File: src/rtl/keyseq_gen.sv
// Bus-mapped challenge/response key sequencer built around a Fibonacci-style LFSR.
// Optional brute-force lockout is compiled in by defining KEYSEQ_LOCKOUT_EN.
module keyseq_gen #(
   parameter int unsigned        STATE_W     = 6,
   parameter int unsigned        ADDR_W      = 14,
   parameter logic [1:0]         WIN_SEL     = 2'b01,
   parameter logic [STATE_W-1:0] SEED        = 6'h2D,
   parameter logic [STATE_W-1:0] POLY        = 6'h30,
   parameter logic [STATE_W-1:0] OUT_TAPS    = 6'h29,
   parameter logic [3:0]         KEY_XOR     = 4'h0,
   parameter int unsigned        UNLOCK_LEN  = 8,
   parameter int unsigned        LOCK_CYCLES = 1024
) (
   input  logic               clk,
   input  logic               rst,
   input  logic [ADDR_W-1:0]  bus_addr,
   input  logic               bus_cs_n,
   input  logic               bus_rd,
   input  logic               bus_strobe,
   output logic               sdrd,
   output logic               sdrd_oe,
   output logic               unlocked,
   output logic               locked_out,
   output logic [STATE_W-1:0] state_q
);

   typedef enum logic [1:0] {
      StIdle,
      StTrack,
      StUnlocked
`ifdef KEYSEQ_LOCKOUT_EN
      , StLockout
`endif
   } fsm_e;

   fsm_e               fsm;
   logic [STATE_W-1:0] lfsr;
   logic [STATE_W-1:0] lfsr_next;
   logic [7:0]         step;
   logic [7:0]         step_inc;
   logic               qa;
   logic [3:0]         nib;
   logic               match;
   logic               relock;
   logic               resp;
   logic               in_lockout;

   always_comb begin
      qa        = bus_strobe & ~bus_cs_n & bus_rd & (bus_addr[ADDR_W-1 -: 2] == WIN_SEL);
      nib       = bus_addr[7:4];
      match     = (nib == (lfsr[3:0] ^ KEY_XOR));
      relock    = (nib == 4'hF);
      resp      = ^(lfsr & OUT_TAPS);
      lfsr_next = {lfsr[STATE_W-2:0], ^(lfsr & POLY)};
      step_inc  = (step == 8'hFF) ? step : step + 8'd1;
   end

   assign state_q = lfsr;

`ifdef KEYSEQ_LOCKOUT_EN
   localparam int unsigned TW = (LOCK_CYCLES > 1) ? $clog2(LOCK_CYCLES) : 1;

   logic [1:0]    fail_cnt;
   logic [TW-1:0] lock_timer;

   assign in_lockout = (fsm == StLockout);
`else
   localparam int unsigned unused_lock_cycles = LOCK_CYCLES;

   assign in_lockout = 1'b0;
   assign locked_out = 1'b0;
`endif

   always_ff @(posedge clk) begin
      if (rst) begin
         fsm      <= StIdle;
         lfsr     <= SEED;
         step     <= 8'd0;
         sdrd     <= 1'b0;
         sdrd_oe  <= 1'b0;
         unlocked <= 1'b0;
`ifdef KEYSEQ_LOCKOUT_EN
         fail_cnt   <= 2'd0;
         lock_timer <= '0;
         locked_out <= 1'b0;
`endif
      end else begin
         // Every qualified access gets a response bit, whatever the state.
         sdrd_oe <= qa;
         sdrd    <= qa & resp & ~in_lockout;
         if (qa) begin
            case (fsm)
               StIdle, StTrack: begin
                  if (match) begin
                     lfsr <= lfsr_next;
                     step <= step_inc;
                     if (step_inc >= 8'(UNLOCK_LEN)) begin
                        fsm      <= StUnlocked;
                        unlocked <= 1'b1;
`ifdef KEYSEQ_LOCKOUT_EN
                        fail_cnt <= 2'd0;
`endif
                     end else begin
                        fsm <= StTrack;
                     end
                  end else begin
                     lfsr <= SEED;
                     step <= 8'd0;
                     fsm  <= StIdle;
`ifdef KEYSEQ_LOCKOUT_EN
                     if (fail_cnt != 2'd3) fail_cnt <= fail_cnt + 2'd1;
                     if (fail_cnt >= 2'd2) begin
                        fsm        <= StLockout;
                        locked_out <= 1'b1;
                        lock_timer <= TW'(LOCK_CYCLES - 1);
                     end
`endif
                  end
               end
               StUnlocked: begin
                  if (relock) begin
                     lfsr     <= SEED;
                     step     <= 8'd0;
                     fsm      <= StIdle;
                     unlocked <= 1'b0;
`ifdef KEYSEQ_LOCKOUT_EN
                     fail_cnt <= 2'd0;
`endif
                  end else begin
                     lfsr <= lfsr_next;
                  end
               end
               default: ;
            endcase
         end
`ifdef KEYSEQ_LOCKOUT_EN
         // Lockout runs for exactly LOCK_CYCLES cycles after the deciding access.
         if (fsm == StLockout) begin
            if (lock_timer == '0) begin
               fsm        <= StIdle;
               locked_out <= 1'b0;
               fail_cnt   <= 2'd0;
            end else begin
               lock_timer <= lock_timer - 1'b1;
            end
         end
`endif
      end
   end

endmodule

File: config.mk
export PLATFORM = sky130hd
export DESIGN_NAME = keyseq_gen
export DESIGN_NICKNAME = d
export VERILOG_FILES = /design/src/rtl/keyseq_gen.sv
export SDC_FILE = /design/constraint.sdc
export NUM_CORES = 1
export LEC_CHECK = 0
export BUFFER_PORTS_ARGS = -buffer_cell sky130_fd_sc_hd__buf_2
export CAP_MARGIN = 15
export CORE_MARGIN = 2
export CORE_UTILIZATION = 51
export DETAILED_ROUTE_END_ITERATION = 7
export PLACE_DENSITY = 0.86
export SYNTH_ARGS = -nofsm -noshare
export SYNTH_HDL_FRONTEND = slang
export SYNTH_SLANG_ARGS = --single-unit
File: constraint.sdc
create_clock -name clk -period 2.05 [get_ports clk]
set_input_delay 0.205 -clock clk [delete_from_list [all_inputs] [get_ports clk]]
set_output_delay 0.205 -clock clk [all_outputs]
set_load 0.005 [all_outputs]
After elaboration in Yosys (flattened, before gate mapping)
Index checks and enable logic that the tools add are counted.
{ "word_totals": {"reg_bits": 19, "inputBits": 19, "out_inout_bits": 10, "elab_cells": 45} }
{ "op_classes": {"n_addsub": 1, "magnitude_cmp": 1, "eq_ne": 9, "muxes": 15, "bitwise_logic": 5, "n_reduce_logical": 8} }
{ "op_table": {"columns": ["op", "count"], "rows": [
  ["$mux W8", 3],
  ["$pmux W8 S2", 1],
  ["$mux W6", 2],
  ["$pmux W6 S2", 1],
  ["$reduce_xor A6 Y1", 2],
  ["$add A8 B1 Y8 const B", 1],
  ["$eq A8 B8 Y1 const B", 1],
  ["$ge A8 B4 Y1 const B", 1],
  ["$mux W2", 3],
  ["$ne A2 B2 Y1 const B", 3],
  ["$reduce_and A5 Y1", 1],
  ["$and A1 B1 Y1", 4],
  ["$eq A2 B1 Y1 const B", 2],
  ["$eq A4 B4 Y1", 1],
  ["$eq A4 B4 Y1 const B", 1],
  ["$pmux W2 S2", 1],
  ["$mux W1", 3],
  ["$reduce_and A3 Y1", 1],
  ["$eq A2 B2 Y1 const B", 1],
  ["$logic_not A2 Y1", 1],
  ["$pmux W1 S2", 1],
  ["$reduce_and A2 Y1", 1],
  ["$reduce_bool A2 Y1", 1],
  ["$reduce_or A2 Y1", 1],
  ["$not A1 Y1", 1]
]} }

Logic depth before layout (Yosys ltp)
{ "depth": {"ltp_word": 6, "depth_mapped": 5} }

Worst setup path after synthesis
OpenSTA, ideal clock, no wires.
{ "synth_path": {"path_type": "register -> register", "start": "register step[0]", "end": "register step[6]", "arrival_ns": 1.460, "t_required_ns": 1.928, "slack_ns": 0.467, "stages_incl_launch_ff": 6, "n_path_buf": 0, "synth_period_minus_slack_ns": 1.583, "path_cell_list": "dfxtp_1 -> ha_1 -> nand4_1 -> or3_1 -> a311oi_1 -> nor3_1"} }
{ "synth_between": {"elab_chain_len": 4, "word_cells_on_any_way": 5, "classes_between": "add/sub: 1; eq/ne: 1; mux: 3"} }
{ "synth_lines": {"columns": ["element", "line_no", "text"], "rows": [
  ["start: declaration", "39", "logic [7:0] step;"],
  ["start signal: assignment", "96", "step <= step_inc;"],
  ["$add A8 B1 Y8 or $eq A8 B8 Y1 (tied branches)", "55", "step_inc = (step == 8'hFF) ? step : step + 8'd1;"],
  ["$mux W8 (*)", "55", null],
  ["$mux W8 (*)", "94", "if (match) begin"],
  ["$pmux W8 S2 (*)", "92", "case (fsm)"]
]} }
Mark *: on every way between the ends. The rest lies on a longest branch, timed or not.
A chain may end at the register's enable or synchronous reset.

Worst setup path after layout
Ends and elaborated chain as after synthesis.

==> impl_metrics.tcl <==
set metrics [dict create \
    port_buffers 19 \
    finalHoldViolCount 0 \
    critPathSlowestCell "dfxtp_1" \
    vias 1034 \
    drc 0 \
    pwr-share-seq 0.618 \
    power.switching_uw 139 \
    synth-edff-count 0 \
    grt_max_degree 16 \
    synth-seq-area-share 0.356 \
    cellPowerDensity_mw_per_mm2 507 \
    htree_levels 1 \
    fill_cells 196 \
    synth_top_area_frac 0.356 \
    diodes 0 \
    rsz0062_at_grt "no" \
    first_pass_iters 4 \
    drv_cap 0 \
    coreArea_mm2 0.00196 \
    slew_viol_final 0 \
    ys_top_cells_by_area "dfxtp_1 36%, mux2i_1 4.7%, nor3_1 4.2%, xor2_1 4.1%, a31oi_1 2.9%" \
    ys_types 43 \
    fmax_mhz 560 \
    numCtsBuffers 3 \
    num-nets-final 162 \
    power_uw 607 \
    initial_utilization 0.545 \
    gp_congestion 0.865 \
    cp-startpoint "step[0]" \
    hp-start "rst" \
    io_pins 29 \
    r2r_start "step[0]" \
    tightest_slew_ns 0.606 \
    yosys.cell_count.top_type "dfxtp_1" \
    ctsHoldBuffers 0 \
    status "finished, final reports clean" \
    die_height_um 49.8 \
    p_comb_frac 0.077 \
    cts_setup_buffers 0 \
    clkTransAtPathRegs_ns 0.11 \
    design_area_mm2 0.00120 \
    initialDrtViolationCount 39 \
    clk_path_buf_depth 2 \
    synthArstFlopShare 0 \
    multi_input_area_um2 626 \
    max_stage_delay_ns 0.42 \
    grt_pass1_vias 859 \
    maxSlewHeadroom 0.593 \
    min_path_type "in2reg" \
    worst_setup_path_start_kind "flop" \
    netlist_area_mm2 0.00107 \
    hold_ws_ns 0.241 \
    cts_tree "done" \
    fin_skew_ns 0.0110 \
    fin_crit_sh 0.871 \
    finalWirelength_mm 2.28 \
    die-area_mm2 0.00248 \
    clkPwrFrac 0.305 \
    ys_top_cells_by_count "19 x dfxtp_1, 9 x nor3_1, 6 x inv_1, 6 x nand3_1, 6 x o21ai_0" \
    postPlaceCellArea_mm2 0.00117 \
    overflow 0 \
    drive_gt1_frac 0.206 \
    yosysWarningCount 0 \
    cp_cell_sequence "ha_1, nand4_1, or3_1, a311oi_1, nor3_1" \
    cp.required_ns 2.24 \
    yosys.area.top_type "dfxtp_1" \
    layout_setup_ws_ns 0.264 \
    path_class "reg2reg" \
    cts_resized 0 \
    row_count 16 \
    cp_top_family "simple AND/OR/NAND/NOR gates" \
    cellLeakagePower_nw 0.461 \
    avgSynthCellArea_um2 8.77 \
    die_w_um 49.8 \
    swShare 0.229 \
    routedWlPerCell_um 13.6 \
    dp_hpwl_mm 1.73 \
    synth_cells 122 \
    antenna_left 0 \
    ys.flop_type "dfxtp_1" \
    min_period_ns 1.79 \
    cts.sinks 19 \
    p_int_uw 468 \
    syn_to_final_growth_pct 12.0 \
    antenna_found_initial 0 \
    cp-end-kind "flop" \
    cts_root_buf "clkbuf_4" \
    via_per_inst 6.15 \
    arrival_ns 1.97 \
    setup_viol 0 \
    synth_nets 142 \
    dp_slack_ns 0.280 \
    grt_first_pass_wirelength_mm 3.80 \
    crit_fanout 6 \
    seqCellArea_um2 380 \
    synth-seq-cells 19 \
    tns_ns 0 \
    crit_buf_inv 0 \
    max-vdd-ir-drop_mv 0.331 \
    gr-usage-all-layers 0.195 \
    clk-insertion-delay-late_ns 0.29 \
]
## cells in the final DEF (no fill, tap or decap), types with 2 or more instances in the layout
cell	n
a211oi_1	3
a311oi_1	2
a31oi_1	5
and3_1	2
buf_2	19
buf_4	2
clkbuf_4	3
dfxtp_1	19
inv_1	6
mux2i_1	5
nand2_1	5
nand2b_1	2
nand3_1	6
nand4_1	4
nor2_1	5
nor3_1	9
o21ai_0	6
o311ai_0	3
o31ai_1	3
or4_1	3
xnor2_1	2
xor2_1	5
## area by class of cell
cell class,instances,area share
multi-input combinational,91,0.522
sequential,19,0.317
timing repair buffer,21,0.0919
tap,27,0.0282
clock buffer,4,0.0219
inverter,6,0.0188
## stage by stage
stage | utilization | instances
floorplan | - | 122
global placement | 0.598 | 164
detailed placement | 0.598 | 164
CTS | 0.611 | 168
global route | 0.611 | 168
finish | 0.611 | 168
## cells by family after synthesis
kind of cell | synth area share
other | 0.00351
buffers and inverters | 0.0596
xor gates and xnor gates | 0.0573
DFF | 0.356
adders and majority gates | 0.0117
muxes | 0.0468
AOI/OAI and AO/OA | 0.215
and+or+nand+nor | 0.250
## registers in the layout, indices dropped and copies added (netlist names)
signal,flops
fsm,2
unlocked,1
state_q,6
sdrd,1
step,8
sdrd_oe,1
## per-layer routing
metal  GRT usage  routed length (um)  vias to the layer above
met5           0                   0                        -
met4      0.0741                  14                        0
met3      0.0273                 192                        2
met2       0.320                1090                       48
met1       0.259                 986                      475
li1            -                   -                      509
## worst paths after layout
| path | endpoint | slack [ns] | cells past startpoint |
|---|---|---|---|
| setup / recovery | step[6] | 0.26 | 5 |
| setup reg to reg | step[6] | 0.26 | 5 |
| hold reg to reg | unlocked | 0.52 | 2 |
| hold / removal | sdrd_oe | 0.24 | 2 |
## power groups by stage
stage               combinational [mW]  sequential, mW  clock (mW)
detailed placement              0.0464           0.384           0
finish                          0.0469           0.375       0.185
global route                    0.0511           0.376       0.209
global placement                0.0448           0.384           0
CTS                             0.0465           0.375       0.191
floorplan                       0.0286           0.384           0
Power figures use the tool's default switching activity.
